--- config.mk ---
export PLATFORM = sky130hd
export DESIGN_NAME = decode_stage
export DESIGN_NICKNAME = d
export VERILOG_FILES = /design/src/rtl/decode_stage.sv
export SDC_FILE = /design/constraint.sdc
export NUM_CORES = 1
export LEC_CHECK = 0
export BUFFER_PORTS_ARGS = -buffer_cell sky130_fd_sc_hd__buf_4
export CORE_MARGIN = 2
export CORE_UTILIZATION = 49
export CTS_CLUSTER_DIAMETER = 120
export CTS_CLUSTER_SIZE = 24
export DETAILED_ROUTE_END_ITERATION = 7
export HOLD_SLACK_MARGIN = 0.1
export PLACE_DENSITY = 0.84
export SYNTH_ARGS = -nofsm -noshare
export SYNTH_HDL_FRONTEND = slang
export SYNTH_SLANG_ARGS = --single-unit
--- constraint.sdc ---
create_clock -name clk -period 3.1 [get_ports clk]
set_input_delay 0.62 -clock clk [delete_from_list [all_inputs] [get_ports clk]]
set_output_delay 0.62 -clock clk [all_outputs]
set_load 0.005 [all_outputs]
--- src/rtl/decode_stage.sv ---
// rtl/decode_stage.sv - registered RV64I integer decode stage with decoded-bundle buffer
//
// Decodes OP, OP-IMM, OP-32, OP-IMM-32 and LUI into ALU control plus a
// sign-extended immediate, then queues the decoded bundle in a DEPTH-entry FIFO
// that absorbs execute back-pressure.
//
// Ports:
//   clk, reset            clock, synchronous active-high reset
//   flush                 drop buffered bundles and the concurrent input
//   in_valid/in_ready     fetch handshake; in_instr, in_pc carry the instruction
//   out_valid/out_ready   execute handshake; out_* describe the head bundle
//   out_aluop             0 ADD,1 SUB,2 XOR,3 OR,4 AND,5 SLL,6 SRL,7 SRA,8 SLT,9 SLTU,10 PASSB
//   illegal_cnt           saturating count of accepted illegal instructions
module decode_stage #(
  parameter int XLEN            = 64,
  parameter int DEPTH           = 2,
  parameter int ENABLE_WORD_OPS = 1,
  parameter int CNT_W           = 16
) (
  input  logic             clk,
  input  logic             reset,
  input  logic             flush,
  input  logic             in_valid,
  output logic             in_ready,
  input  logic [31:0]      in_instr,
  input  logic [XLEN-1:0]  in_pc,
  output logic             out_valid,
  input  logic             out_ready,
  output logic [XLEN-1:0]  out_pc,
  output logic [4:0]       out_rd,
  output logic [4:0]       out_rs1,
  output logic [4:0]       out_rs2,
  output logic [XLEN-1:0]  out_imm,
  output logic [3:0]       out_aluop,
  output logic             out_alusrc,
  output logic             out_word,
  output logic             out_reg_write,
  output logic             out_illegal,
  output logic [CNT_W-1:0] illegal_cnt
);

  localparam int PW = (DEPTH > 1) ? $clog2(DEPTH) : 1;
  localparam int CW = $clog2(DEPTH + 1);

  localparam logic [3:0] OP_ADD = 4'd0, OP_SUB = 4'd1, OP_XOR = 4'd2, OP_OR = 4'd3,
                         OP_AND = 4'd4, OP_SLL = 4'd5, OP_SRL = 4'd6, OP_SRA = 4'd7,
                         OP_SLT = 4'd8, OP_SLTU = 4'd9, OP_PASSB = 4'd10;

  typedef struct packed {
    logic [XLEN-1:0] pc;
    logic [4:0]      rd;
    logic [4:0]      rs1;
    logic [4:0]      rs2;
    logic [XLEN-1:0] imm;
    logic [3:0]      aluop;
    logic            alusrc;
    logic            word;
    logic            reg_write;
    logic            illegal;
  } bundle_t;

  bundle_t          mem_q [DEPTH];
  bundle_t          mem_d [DEPTH];
  logic [PW-1:0]    wr_ptr_q, wr_ptr_d, rd_ptr_q, rd_ptr_d;
  logic [CW-1:0]    count_q, count_d;
  logic [CNT_W-1:0] illegal_cnt_q, illegal_cnt_d;
  bundle_t          dec;
  logic             push, pop;

  function automatic logic [PW-1:0] wrap_inc(input logic [PW-1:0] p);
    return (p == PW'(DEPTH - 1)) ? '0 : p + PW'(1);
  endfunction

  // Combinational decode of the incoming instruction.
  always_comb begin
    logic [6:0]  opcode;
    logic [2:0]  funct3;
    logic [6:0]  funct7;
    logic [63:0] imm_i, imm_u;
    logic        bad;
    dec     = '0;
    opcode  = in_instr[6:0];
    funct3  = in_instr[14:12];
    funct7  = in_instr[31:25];
    // Build immediates at 64 bits and truncate, so XLEN=32 needs no special case.
    imm_i   = {{52{in_instr[31]}}, in_instr[31:20]};
    imm_u   = {{32{in_instr[31]}}, in_instr[31:12], 12'b0};
    bad     = 1'b0;
    dec.pc  = in_pc;
    dec.rd  = in_instr[11:7];
    dec.rs1 = in_instr[19:15];
    dec.rs2 = in_instr[24:20];
    dec.aluop = OP_ADD;
    case (opcode)
      7'b0110011: begin
        if (funct7 == 7'b0000000) begin
          case (funct3)
            3'b000:  dec.aluop = OP_ADD;
            3'b001:  dec.aluop = OP_SLL;
            3'b010:  dec.aluop = OP_SLT;
            3'b011:  dec.aluop = OP_SLTU;
            3'b100:  dec.aluop = OP_XOR;
            3'b101:  dec.aluop = OP_SRL;
            3'b110:  dec.aluop = OP_OR;
            default: dec.aluop = OP_AND;
          endcase
        end else if (funct7 == 7'b0100000 && funct3 == 3'b000) dec.aluop = OP_SUB;
        else if (funct7 == 7'b0100000 && funct3 == 3'b101) dec.aluop = OP_SRA;
        else bad = 1'b1;
      end
      7'b0010011: begin
        dec.alusrc = 1'b1;
        dec.imm    = imm_i[XLEN-1:0];
        case (funct3)
          3'b000: dec.aluop = OP_ADD;
          3'b010: dec.aluop = OP_SLT;
          3'b011: dec.aluop = OP_SLTU;
          3'b100: dec.aluop = OP_XOR;
          3'b110: dec.aluop = OP_OR;
          3'b111: dec.aluop = OP_AND;
          3'b001: begin
            if (in_instr[31:26] == 6'b000000) dec.aluop = OP_SLL;
            else bad = 1'b1;
          end
          default: begin
            if (in_instr[31:26] == 6'b000000) dec.aluop = OP_SRL;
            else if (in_instr[31:26] == 6'b010000) begin
              // Strip the funct6 marker so the immediate is the bare shamt.
              dec.aluop = OP_SRA;
              dec.imm   = XLEN'(in_instr[25:20]);
            end else bad = 1'b1;
          end
        endcase
      end
      7'b0111011: begin
        dec.word = 1'b1;
        if (ENABLE_WORD_OPS == 0) bad = 1'b1;
        else if (funct7 == 7'b0000000 && funct3 == 3'b000) dec.aluop = OP_ADD;
        else if (funct7 == 7'b0100000 && funct3 == 3'b000) dec.aluop = OP_SUB;
        else if (funct7 == 7'b0000000 && funct3 == 3'b001) dec.aluop = OP_SLL;
        else if (funct7 == 7'b0000000 && funct3 == 3'b101) dec.aluop = OP_SRL;
        else if (funct7 == 7'b0100000 && funct3 == 3'b101) dec.aluop = OP_SRA;
        else bad = 1'b1;
      end
      7'b0011011: begin
        dec.word   = 1'b1;
        dec.alusrc = 1'b1;
        dec.imm    = imm_i[XLEN-1:0];
        if (ENABLE_WORD_OPS == 0) bad = 1'b1;
        else if (funct3 == 3'b000) dec.aluop = OP_ADD;
        else if (funct7 == 7'b0000000 && funct3 == 3'b001) dec.aluop = OP_SLL;
        else if (funct7 == 7'b0000000 && funct3 == 3'b101) dec.aluop = OP_SRL;
        else if (funct7 == 7'b0100000 && funct3 == 3'b101) begin
          dec.aluop = OP_SRA;
          dec.imm   = XLEN'(in_instr[24:20]);
        end else bad = 1'b1;
      end
      7'b0110111: begin
        dec.aluop  = OP_PASSB;
        dec.alusrc = 1'b1;
        dec.imm    = imm_u[XLEN-1:0];
      end
      default: bad = 1'b1;
    endcase
    if (bad) begin
      dec.aluop  = OP_ADD;
      dec.alusrc = 1'b0;
      dec.word   = 1'b0;
      dec.imm    = '0;
    end
    dec.illegal   = bad;
    dec.reg_write = !bad && (dec.rd != 5'd0);
  end

  // Full is judged on the registered count, so a pop never re-opens accept in the same cycle.
  assign in_ready  = (count_q != CW'(DEPTH));
  assign out_valid = (count_q != '0);
  assign push      = in_valid && in_ready && !flush;
  assign pop       = out_valid && out_ready && !flush;

  always_comb begin
    for (int i = 0; i < DEPTH; i++) mem_d[i] = mem_q[i];
    wr_ptr_d      = wr_ptr_q;
    rd_ptr_d      = rd_ptr_q;
    count_d       = count_q;
    illegal_cnt_d = illegal_cnt_q;
    if (flush) begin
      wr_ptr_d = '0;
      rd_ptr_d = '0;
      count_d  = '0;
    end else begin
      if (push) begin
        mem_d[wr_ptr_q] = dec;
        wr_ptr_d        = wrap_inc(wr_ptr_q);
        if (dec.illegal && illegal_cnt_q != {CNT_W{1'b1}})
          illegal_cnt_d = illegal_cnt_q + CNT_W'(1);
      end
      if (pop) rd_ptr_d = wrap_inc(rd_ptr_q);
      if (push && !pop) count_d = count_q + CW'(1);
      else if (pop && !push) count_d = count_q - CW'(1);
    end
  end

  always_ff @(posedge clk) begin
    if (reset) begin
      for (int i = 0; i < DEPTH; i++) mem_q[i] <= '0;
      wr_ptr_q      <= '0;
      rd_ptr_q      <= '0;
      count_q       <= '0;
      illegal_cnt_q <= '0;
    end else begin
      for (int i = 0; i < DEPTH; i++) mem_q[i] <= mem_d[i];
      wr_ptr_q      <= wr_ptr_d;
      rd_ptr_q      <= rd_ptr_d;
      count_q       <= count_d;
      illegal_cnt_q <= illegal_cnt_d;
    end
  end

  assign out_pc        = mem_q[rd_ptr_q].pc;
  assign out_rd        = mem_q[rd_ptr_q].rd;
  assign out_rs1       = mem_q[rd_ptr_q].rs1;
  assign out_rs2       = mem_q[rd_ptr_q].rs2;
  assign out_imm       = mem_q[rd_ptr_q].imm;
  assign out_aluop     = mem_q[rd_ptr_q].aluop;
  assign out_alusrc    = mem_q[rd_ptr_q].alusrc;
  assign out_word      = mem_q[rd_ptr_q].word;
  assign out_reg_write = mem_q[rd_ptr_q].reg_write;
  assign out_illegal   = mem_q[rd_ptr_q].illegal;
  assign illegal_cnt   = illegal_cnt_q;

endmodule

### Word-level counts from Yosys, hierarchy flattened

Memories as Yosys holds them, arrays and structs flattened. A register that Yosys moved wholly into a read port is not among the register bits.
Cells that the tools add are included.

| operators by class | value |
|---|---|
| reduce and logical (&&, ||, !) cells | 30 |
| shifts and indexed selects | 0 |
| div/mod/pow operators | 0 |
| add/sub/neg operators | 5 |
| bitwise operators | 4 |
| equal/unequal tests | 16 |
| multiply operators | 0 |
| muxes and demuxes | 55 |
| magnitude comparators | 2 |

Operators by type and width:

| kind | number |
|---|---|
| $mux 302 | 2 |
| $mux 151 | 3 |
| $mux 64 | 5 |
| $bwmux 302 | 1 |
| $pmux 64 s3 | 1 |
| $demux 151 s1 | 1 |
| $mux 68 | 2 |
| $mux 70 | 1 |
| $pmux 4 s7 | 2 |
| $eq 7x6->1 const B | 4 |
| $mux 3 | 7 |
| $mux 1 | 20 |
| $mux 4 | 5 |
| $pmux 4 s5 | 1 |
| $add 16x1->16 const B | 1 |
| $ne 16x16->1 const B | 1 |
| $eq 7x5->1 const B | 2 |
| $logic_and 1x1->1 | 14 |
| $eq 3x3->1 const B | 4 |
| $logic_not 7->1 | 1 |
| $reduce_or 7->1 | 1 |
| $eq 3x2->1 const B | 2 |
| $eq 6x5->1 const B | 1 |
| $logic_not 6->1 | 1 |
| 21 further kinds | 29 |

| storage, ports and cells | value |
|---|---|
| output and inout bits | 169 |
| memory bits (read-only) | 0 |
| input bits | 101 |
| register bits after elaboration | 20 |
| memories | 1 |
| word-level logic and storage cells | 117 |
| latch bits | 0 |
| memory bits (writable) | 302 |

Memories:

| memory | words | width | read ports | clocked after Yosys merged registers in | write ports | RTL line | text |
|---|---|---|---|---|---|---|---|
| mem_q | 2 | 151 | 3 | 1 | 2 | 62 | `bundle_t mem_q [DEPTH];` |

### Longest topological paths before layout

Gate-level depths: netlist (run 1).

| depth | value |
|---|---|
| depth after elaboration | 14 |
| depth in mapped cells | 9 |

### Least setup slack after synthesis (run 1)

No wires, ideal clock.

| path | value |
|---|---|
| path type | register to output |
| from | register with a tool-made name |
| to | output out_imm[32] |
| stages on the path, launching flop included | 5 |
| buffers on the path | 3 |
| arrival time | 2,884 ps |
| path slack | -404 ps |
| cell sequence | dfxtp_1 > clkbuf_1 > clkbuf_1 > o21ai_0 > buf_4 |

RTL lines:

| item | RTL line | text |
|---|---|---|
| end: declaration | 33 | `output logic [XLEN-1:0] out_imm,` |

==> results of run 1 <==
## area by class of cell
type,instances,area share
Sequential cell,259,0.380
Clock buffer,15,0.0275
Clock inverter,1,0.000459
Multi-Input combinational cell,935,0.397
Tap cell,285,0.0261
Inverter,10,0.00275
Timing Repair Buffer,290,0.165
## final timing paths
kind | endpoint | slack [ps] | cells past startpoint
hold reg to reg | mem_q[1][2]$_SDFFE_PP0P_ | 460 | 2
setup / recovery | mem_q[1][38]$_SDFFE_PP0P_ | 540 | 7
setup reg to reg | illegal_cnt[9]$_SDFFE_PP0P_ | 810 | 7
hold / removal | count_q[1]$_SDFFE_PP0P_ | 350 | 2
## cells by family (layout without fill, tap and decap cells)
group,count (synthesis),count (layout),synth area share
simple gates,513,513,0.195
compound gates,294,294,0.157
flops,259,259,0.460
buf+inv,144,316,0.0610
mux,119,119,0.119
xor+xnor,7,7,0.00545
fa+ha+maj,2,2,0.00222
## flip-flops by register name (all words and copies together) (netlist names), named ones only
register	flops
count_q	2
mem_q	238
rd_ptr_q	1
illegal_cnt	16
wr_ptr_q	1
## report_power, final
group	total [mW]	switching, mW	internal, mW
Clock	1.92	1.05	0.872
Sequential	3.46	0.0448	3.41
Combinational	0.690	0.364	0.326
## critical path: stages
cell	delay (ps)
buf_4	110
or4_1	290
nor3_1	110
nor4b_2	740
nor4_4	150
nor2_2	690
a211oi_1	190
## per-layer routing
metal	global-route usage	wire [microns]	vias to the layer above
met5	0	0	-
met3	0.0519	2380	61
met1	0.312	12600	4714
met4	0.0869	1090	0
met2	0.385	14100	364
li1	-	-	4862
## placed cells by master (no fill, tap or decap), types with 2 or more instances in the layout
| cell type | instances |
|---|---|
| or2_2 | 4 |
| nor2_1 | 64 |
| nand3_1 | 11 |
| ha_1 | 2 |
| a21oi_1 | 182 |
| nor3_1 | 15 |
| or4_1 | 8 |
| dfxtp_1 | 258 |
| buf_12 | 6 |
| a211oi_1 | 44 |
| o31ai_1 | 11 |
| nand3b_1 | 8 |
| nor2b_1 | 5 |
| nand2_1 | 357 |
| nor4_1 | 3 |
| and3_1 | 2 |
| xor2_1 | 5 |
| xnor2_1 | 2 |
| a22o_1 | 22 |
| or3_1 | 9 |
| mux2_2 | 118 |
| o21ai_0 | 12 |
| and2_1 | 4 |
| inv_1 | 10 |
| nand2b_1 | 3 |
| a22oi_1 | 2 |
| nor3_2 | 2 |
| buf_4 | 283 |
| a21boi_0 | 2 |
| a31oi_1 | 3 |
| nor2_2 | 2 |
| clkbuf_16 | 15 |
| nand4_1 | 5 |
## per-stage QoR
stage	power [mW]	instances	utilization	worst slack (ps)	hold slack (ps)
final	6.07	1795	0.604	539	351
after global routing	6.32	1795	0.604	394	350
after CTS	6.13	1795	0.604	588	344
after detailed placement	4.22	1779	0.587	89.5	444
after global placement	4.21	1779	0.587	192	438
after floorplan	3.88	1338	-	297	428
## synth_stat cells (all sizes together), types with 5 or more instances
library cell / number
mux2: 118
or3: 9
xor2: 5
nand4: 5
nor3: 18
inv: 10
dfxtp: 259
nand3b: 8
nor2b: 5
nand2: 358
and2: 5
nand3: 11
a211oi: 45
a21oi: 182
o31ai: 12
nor2: 67
clkbuf: 93
buf: 41
or4: 8
a22o: 22
o21ai: 14
==> reports/results.txt, run 1 <==
For this run, the number of Yosys warnings is 0. At the end of the flow, the number of nets in the layout was 1613. The tools report the global routing usage summed across all routing layers as 0.237. The remaining antenna violation count after routing came out at 0.

For the number of sinks driven by the clock tree, the log shows 259. In this run the power density over the cells is 445 mW/mm^2. The first global-routing pass estimated 47300 microns of wire.

Setup repair after global routing left no endpoint under its margin. For this block, the routed nets add up to 30200 microns of wire. In this run, synthesis inferred 0 flip-flops with an integrated enable. The number of setup buffers added after CTS is 0, and the largest fanout on the critical path is 19. The number of hold-slack violations in the final timing report came out at 0. The path class of the tightest hold or removal check is input pin to flip-flop.

The run gives 0 as the post-CTS resize count. In the post-synthesis netlist, the biggest area contributors are dfxtp_1, nand2_1, mux2_2. For the pin with the worst max-slew slack, the measured transition is 844 ps. Number of hold-repair buffers added at the cts stage: 0. STA classifies the critical path endpoint as a flip-flop. The post-route fraction of the period consumed by the critical path came out at 0.826. The smallest clock period supported by the final layout is computed as 2560 ps.

The routed layout has 10.0k vias. The startpoint identified for the worst hold timing path is flush. In this run the static leakage power is 5.33 nW. The height of the die was 156 microns; the net count of the mapped netlist was 1441.

The number of buffers created by CTS is 14. The die covers 0.0242 sq mm. Max-cap violations in this run came to 0. CTS placed an instance of clkbuf_16 at the clock tree root.

Setup violations remaining at the end of the flow were counted as 0. For this run, the detailed router's first-pass iteration total came to 5. The run gives 0 as the number of pins exceeding their max-slew limit in the final report.

The tools report the number of antenna violations at the first check in global routing as 0. The worst register-to-register path begins at count_q[0]$_SDFFE_PP0P_. The logs give 826 for the number of DRC markers after the initial detailed-route iteration and 0.0133 sq mm for the instance area at placement. For the multi-input logic area, the log shows 0.00542 sq mm. The run gives 0.460 as the sequential fraction of the synthesis area.

Pin placement for this block handled 270 I/O pins. Among all flip-flop cells after synthesis, the most frequent one is dfxtp_1. The mean routed wirelength per cell is 16.8 microns, and the final sum of negative setup slack is 0 ps. Area of the core region: 0.0226 sq mm. Compared with the post-synthesis result, the final layout area differs by 21.2%. The insertion delay of the later-clocked pin in the worst-skew pair is 490 ps. Fill cells in the final layout number 1921. The run finished with clean final reports. The register area was 0.00519 sq mm. By startpoint and endpoint, the worst setup path is classified as input pin to flip-flop. The headroom to the max-slew limit was 0.437. Data on the critical path is required at its endpoint by 3430 ps. The deepest level of the CTS H-tree came out at 1.

The critical path starts at in_instr[29]. The DRC violation count after routing is 0. The die is 156 microns wide.

After clock tree synthesis, the clock-pin slew on the worst setup and hold paths is 90 ps. The routability-driven placement congestion ratio was 0.938; the highest ir drop seen on vdd was 0.320 mV. The number of input and output port buffers inserted came out at 269. The share of layout cells above drive strength 1 was 0.294. The clock passes through at most 3 buffers. The synthesized netlist cell count is 1338. The synthesized area per cell is 8.42 sq um, and the netlist area before placement is 0.0113 sq mm. Across the routed clock network, the largest skew measured is 13.7 ps.

The number of antenna diodes in the final layout is 0. For this run the aggregate overflow at the end of global routing stands at 0. The worst path arrival time came out at 2890 ps. The via count of the first global-routing pass was 9222. The element type at the critical path start is an input pin.

The detailed-route vias per instance came out at 5.57. Once detailed placement completed, the half-perimeter wirelength came to 20300 microns. The initial standard-cell utilization of the core was 0.499. Of all cell types, the one taking the most synthesized area is dfxtp_1. The area fraction of the dominant cell type after synthesis is 0.460. The highest attainable clock frequency was 391 MHz. TritonCTS built the clock tree. The synthesized netlist contains 58 unique library cells.

Summing all non-filler instances in the final layout gives an area of 0.0136 sq mm. Entering global routing, the biggest net connects 112 pins. In this run the core area contains 55 standard-cell rows. The share of flip-flops with an asynchronous set or reset after synthesis was 0; the post-synthesis sequential element count was 259.
No activity file was read; power rests on OpenSTA's default activity.
==> run 2: changes to the inputs <==
--- a/config.mk
+++ b/config.mk
@@ -5,14 +5,15 @@
 export SDC_FILE = /design/constraint.sdc
 export NUM_CORES = 1
 export LEC_CHECK = 0
+export ABC_AREA = 1
 export BUFFER_PORTS_ARGS = -buffer_cell sky130_fd_sc_hd__buf_4
 export CORE_MARGIN = 2
-export CORE_UTILIZATION = 49
+export CORE_UTILIZATION = 55
 export CTS_CLUSTER_DIAMETER = 120
 export CTS_CLUSTER_SIZE = 24
 export DETAILED_ROUTE_END_ITERATION = 7
 export HOLD_SLACK_MARGIN = 0.1
-export PLACE_DENSITY = 0.84
+export PLACE_DENSITY = 0.88
 export SYNTH_ARGS = -nofsm -noshare
 export SYNTH_HDL_FRONTEND = slang
 export SYNTH_SLANG_ARGS = --single-unit
==> constraint.sdc (replaced) <==
create_clock -name clk -period 2.65 [get_ports clk]
set_input_delay 0.53 -clock clk [delete_from_list [all_inputs] [get_ports clk]]
set_output_delay 0.53 -clock clk [all_outputs]
set_load 0.005 [all_outputs]
==> run 2 against run 1 <==
Critical path depth fell by 3. Power rose by 22%. Sequential power rose by 19%. Die area fell by 2.5%. Sequential share of layout area fell by 2.5 points. Design area rose by 7.0%. Clock power rose by 18%. Combinational power rose by 54%. Utilization rose by 6.2 points. Critical path type is now flip-flop to output pin.
==> reports/results.txt, run 2 <==
The flow ran to the end, and the final reports show no timing, DRC or antenna violations. The highest attainable clock frequency came out at 414 MHz. The dominant combinational cell family by area after synthesis is compound AO/OA/AOI/OAI gates.

The tightest min-delay check is of the input pin to flip-flop type. The length in cells of the worst reg-to-reg path came out at 9 (+2). The netlist area before placement came out at 0.0123 sq mm (+9.4%). The run gives 0 (unchanged) as the number of antenna violations at the first check in global routing.

The run gives 0 (unchanged) as the remaining global-route overflow. The smallest clock period supported by the final layout is computed as 2420 ps. The half-perimeter wire length after placement came out at 22300 microns (+9.8%).

The tools report the final non-filler cell area as 0.0146 sq mm (+7.0%). The number of hold-slack violations in the final timing report was 0 (unchanged); the count of fill cells added during filler insertion was 1783 (-7.2%). The buffers plus inverters on the worst setup path was 2 (+1). Element type at the critical path start: a flip-flop.

The worst path arrival time came out at 1890 ps (-1000 ps). The synthesized area per cell is 7.69 sq um (-8.6%). The tree is rooted in a clkbuf_16. The run gives 0 (unchanged) as the number of hold-repair buffers added at the cts stage. Floorplan die area: 0.0236 sq mm (-2.5%). For the number of buffers created by CTS, the log shows 14 (unchanged). The parity-gate share of the synthesized area counting xor and xnor cells is 0.00996 (+0.00451), and the area fraction of the dominant cell type after synthesis is 0.421 (-0.0395). The run gives 0 (unchanged) as the count of warnings emitted by yosys. The largest fanout on the critical path is 138 (+119). For the highest ir drop seen on vdd, the log shows 0.383 mV (+20%). The maximum number of pins on one net before global-route repair came out at 139 (+24%).

The maximum count of clock buffers along a single path is 3 (unchanged). The number of distinct library cells after synthesis came out at 41 (-29%). The run gives 0 (unchanged) as the max-capacitance violation count. The deepest level of the CTS H-tree was 1 (unchanged); the final net count was 1868 (+16%). The run gives 0 (unchanged) as the number of antenna repair diodes. For the number of detailed-route iterations in the first pass, the log shows 5 (unchanged). The number of synthesized flops with an enable pin works out to 0 (unchanged). The transition time at the pin with the least slew margin came out at 650 ps (-194 ps). Cell row count: 54 (-1.8%). The detailed-route vias per instance was 5.50 (-1.2%). The total stage count of the critical path came out at 4 (-3). The type of the worst setup path is flip-flop to output pin. The worst hold slack was 265 ps (-85.9 ps); the number of setup buffers added after CTS was 0 (unchanged). The I/O pin total was 270 (unchanged); the share of flip-flops with an asynchronous set or reset after synthesis was 0 (unchanged). The global routing usage summed across all routing layers was 0.261 (+0.0239). The share of synthesized cell area in full adder, half adder and majority cells was 0.00203 (-0.000191). The commonest cells after synthesis are o21ai_0, dfxtp_1, nor2_1. The total power density per cell area came out at 509 mW/mm^2 (+14%). The library cell used most frequently in the layout, excluding fill and tap cells, is o21ai_0. The tools report the post-layout total power as 7.43 mW (+22%). The sequential fraction of the synthesis area came out at 0.421 (-0.0395). The number of vias after detailed routing was 11.3k (+13%); the DRC violation count after routing was 0 (unchanged). The tools report the remaining antenna violation count after routing as 0 (unchanged).

The leading cell type by number of instances after synthesis is o21ai_0. The gate family responsible for the most delay along the worst path is buffers and inverters. The run gives 830 (+0.48%) as the number of DRC markers after the initial detailed-route iteration.

The logs give 0.563 (+0.0637) for the initial standard-cell utilization of the core and 0 ps (unchanged) for the final sum of negative setup slack. Via count of the first global-routing pass: 10.7k (+16%). Ranked by total cell area, the synthesized netlist is headed by dfxtp_1, o21ai_0, nor2_1. Multiplexer share of the synthesized area: 0.0320 (-0.0869). The instance area at placement came out at 0.0142 sq mm (+7.1%). Flip-flop cell with the highest count after synthesis: dfxtp_1.

Mean routed wirelength per cell: 15.8 microns (-6.2%). The post-detailed-routing wire length came out at 32300 microns (+6.9%). Simple-gate portion of the synthesized area: 0.183 (-0.0127). For the critical path required time, the log shows 2120 ps (-1310 ps). Traced cell by cell, the critical path runs through buf_12 -> nand2_1 -> o21ai_0 -> buf_4.

The post-route fraction of the period consumed by the critical path is 0.912. Setup repair after global routing left no endpoint under its margin. The net count of the mapped netlist was 1705 (+18%). The largest individual stage delay along the critical path comes from the cell dfxtp_4. The worst setup path is captured at an output pin. The insertion delay of the later-clocked pin in the worst-skew pair was 480 ps (about the same); the number of input and output port buffers inserted was 269 (unchanged). From synthesis to final layout, the design area changed by 18.5%. The number of sinks driven by the clock tree was 259 (unchanged); the clock slew at the register clock pins of the worst setup and hold paths was 100 ps (about the same).

The synthesized netlist cell count was 1602 (+20%); the number of flip-flops in the largest register was 238 (unchanged). Of all cell types, the one taking the most synthesized area is dfxtp_1. The library cells used most frequently in the layout, excluding fill and tap cells, are o21ai_0, buf_4, dfxtp_1. The compound-cell area share of the yosys netlist is 0.243 (+0.0861), and the horizontal extent of the die is 154 microns (-1.3%).

The headroom to the max-slew limit is 0.566 (+0.130), and the height of the die is 154 microns (-1.3%). The depth of the worst hold-timing path is 3 (+1), and the routability-driven placement congestion ratio is 0.855 (-8.9%). The run gives 6.55 nW (+23%) as the leakage power. TritonCTS built the clock tree. The final setup violation count is 0 (unchanged), and the post-CTS resize count is 0 (unchanged).

The final setup skew was 7.46 ps (-6.23 ps); the post-synthesis sequential element count was 259 (unchanged). The wire length of the first global-routing pass is 52200 microns (+10%). mem_q holds more flip-flops than any other register.

The number of pins exceeding their max-slew limit in the final report was 0 (unchanged). The area of the core region was 0.0219 sq mm (-3.0%); the share of layout cells above drive strength 1 was 0.281 (-0.0126). The delay contributed by the slowest stage of the critical path works out to 480 ps (-260 ps).
-- run 2: cell count changes in the layout (fill, tap and decap cells not counted), sizes merged, moves of 13 or more --
cell,delta
o21ai,+328
nand2,-162
nor2,+136
inv,+135
mux2,-83
a211oi,-44
nand3,+36
a22o,-22
nor3,-13
-- run 2: power breakdown --
group          switching (mW)  internal (mW)  total, mW
clock                    1.24           1.03       2.26
combinational           0.578          0.483       1.06
sequential             0.0584           4.05       4.11
total                    1.88           5.56       7.43
-- run 2: tightest hold or removal path, delay by kind of cell --
| kind | cells | cell delay [ps] |
|---|---|---|
| buffers and inverters | 1 | 80 |
| AND/OR/NAND/NOR | 2 | 110 |
-- run 2: path summary, 6_finish.rpt --
path | start | endpoint | slack [ps]
min reg2reg | mem_q[0][96]$_SDFFE_PP0P_ | mem_q[0][96]$_SDFFE_PP0P_ | 450
min | in_pc[49] | mem_q[1][136]$_SDFFE_PP0P_ | 270
max | flip-flop | out_pc[54] | 230
max reg2reg | illegal_cnt[0]$_SDFFE_PP0P_ | illegal_cnt[3]$_SDFFE_PP0P_ | 570
-- run 2: cell type report --
| type | count | area (sq um) | area share |
|---|---|---|---|
| well taps | 280 | 350 | 0.0240 |
| flip-flops and latches | 259 | 5190 | 0.356 |
| multi-input cells | 1052 | 5800 | 0.397 |
| clock inverters | 1 | 7.51 | 0.000514 |
| clock buffers | 16 | 379 | 0.0260 |
| repair buffers | 290 | 2300 | 0.158 |
| inverters | 148 | 568 | 0.0389 |
-- run 2: per-layer routing --
layer | track usage | vias to the layer above | share of wire
met5 | 0 | - | 0
met3 | 0.0510 | 74 | 0.073
met4 | 0.0909 | 0 | 0.034
met1 | 0.340 | 5236 | 0.42
li1 | - | 5533 | -
met2 | 0.434 | 419 | 0.47
-- run 2: metrics by stage --
stage	setup WS (ps)	util	cells
6_report	234	0.667	2046
3_3_place_gp	403	0.649	2029
3_5_place_dp	341	0.649	2029
5_1_grt	125	0.667	2046
4_1_cts	230	0.667	2046
2_1_floorplan	507	-	1602
-- run 2: logic make-up after synthesis --
kind of cell | Yosys count
flip-flops | 259
multiplexers | 35
AND/OR/NAND/NOR | 462
adder cells (fa/ha/maj) | 2
AO/OA/AOI/OAI | 539
XOR/XNOR | 14
buffers and inverters | 291
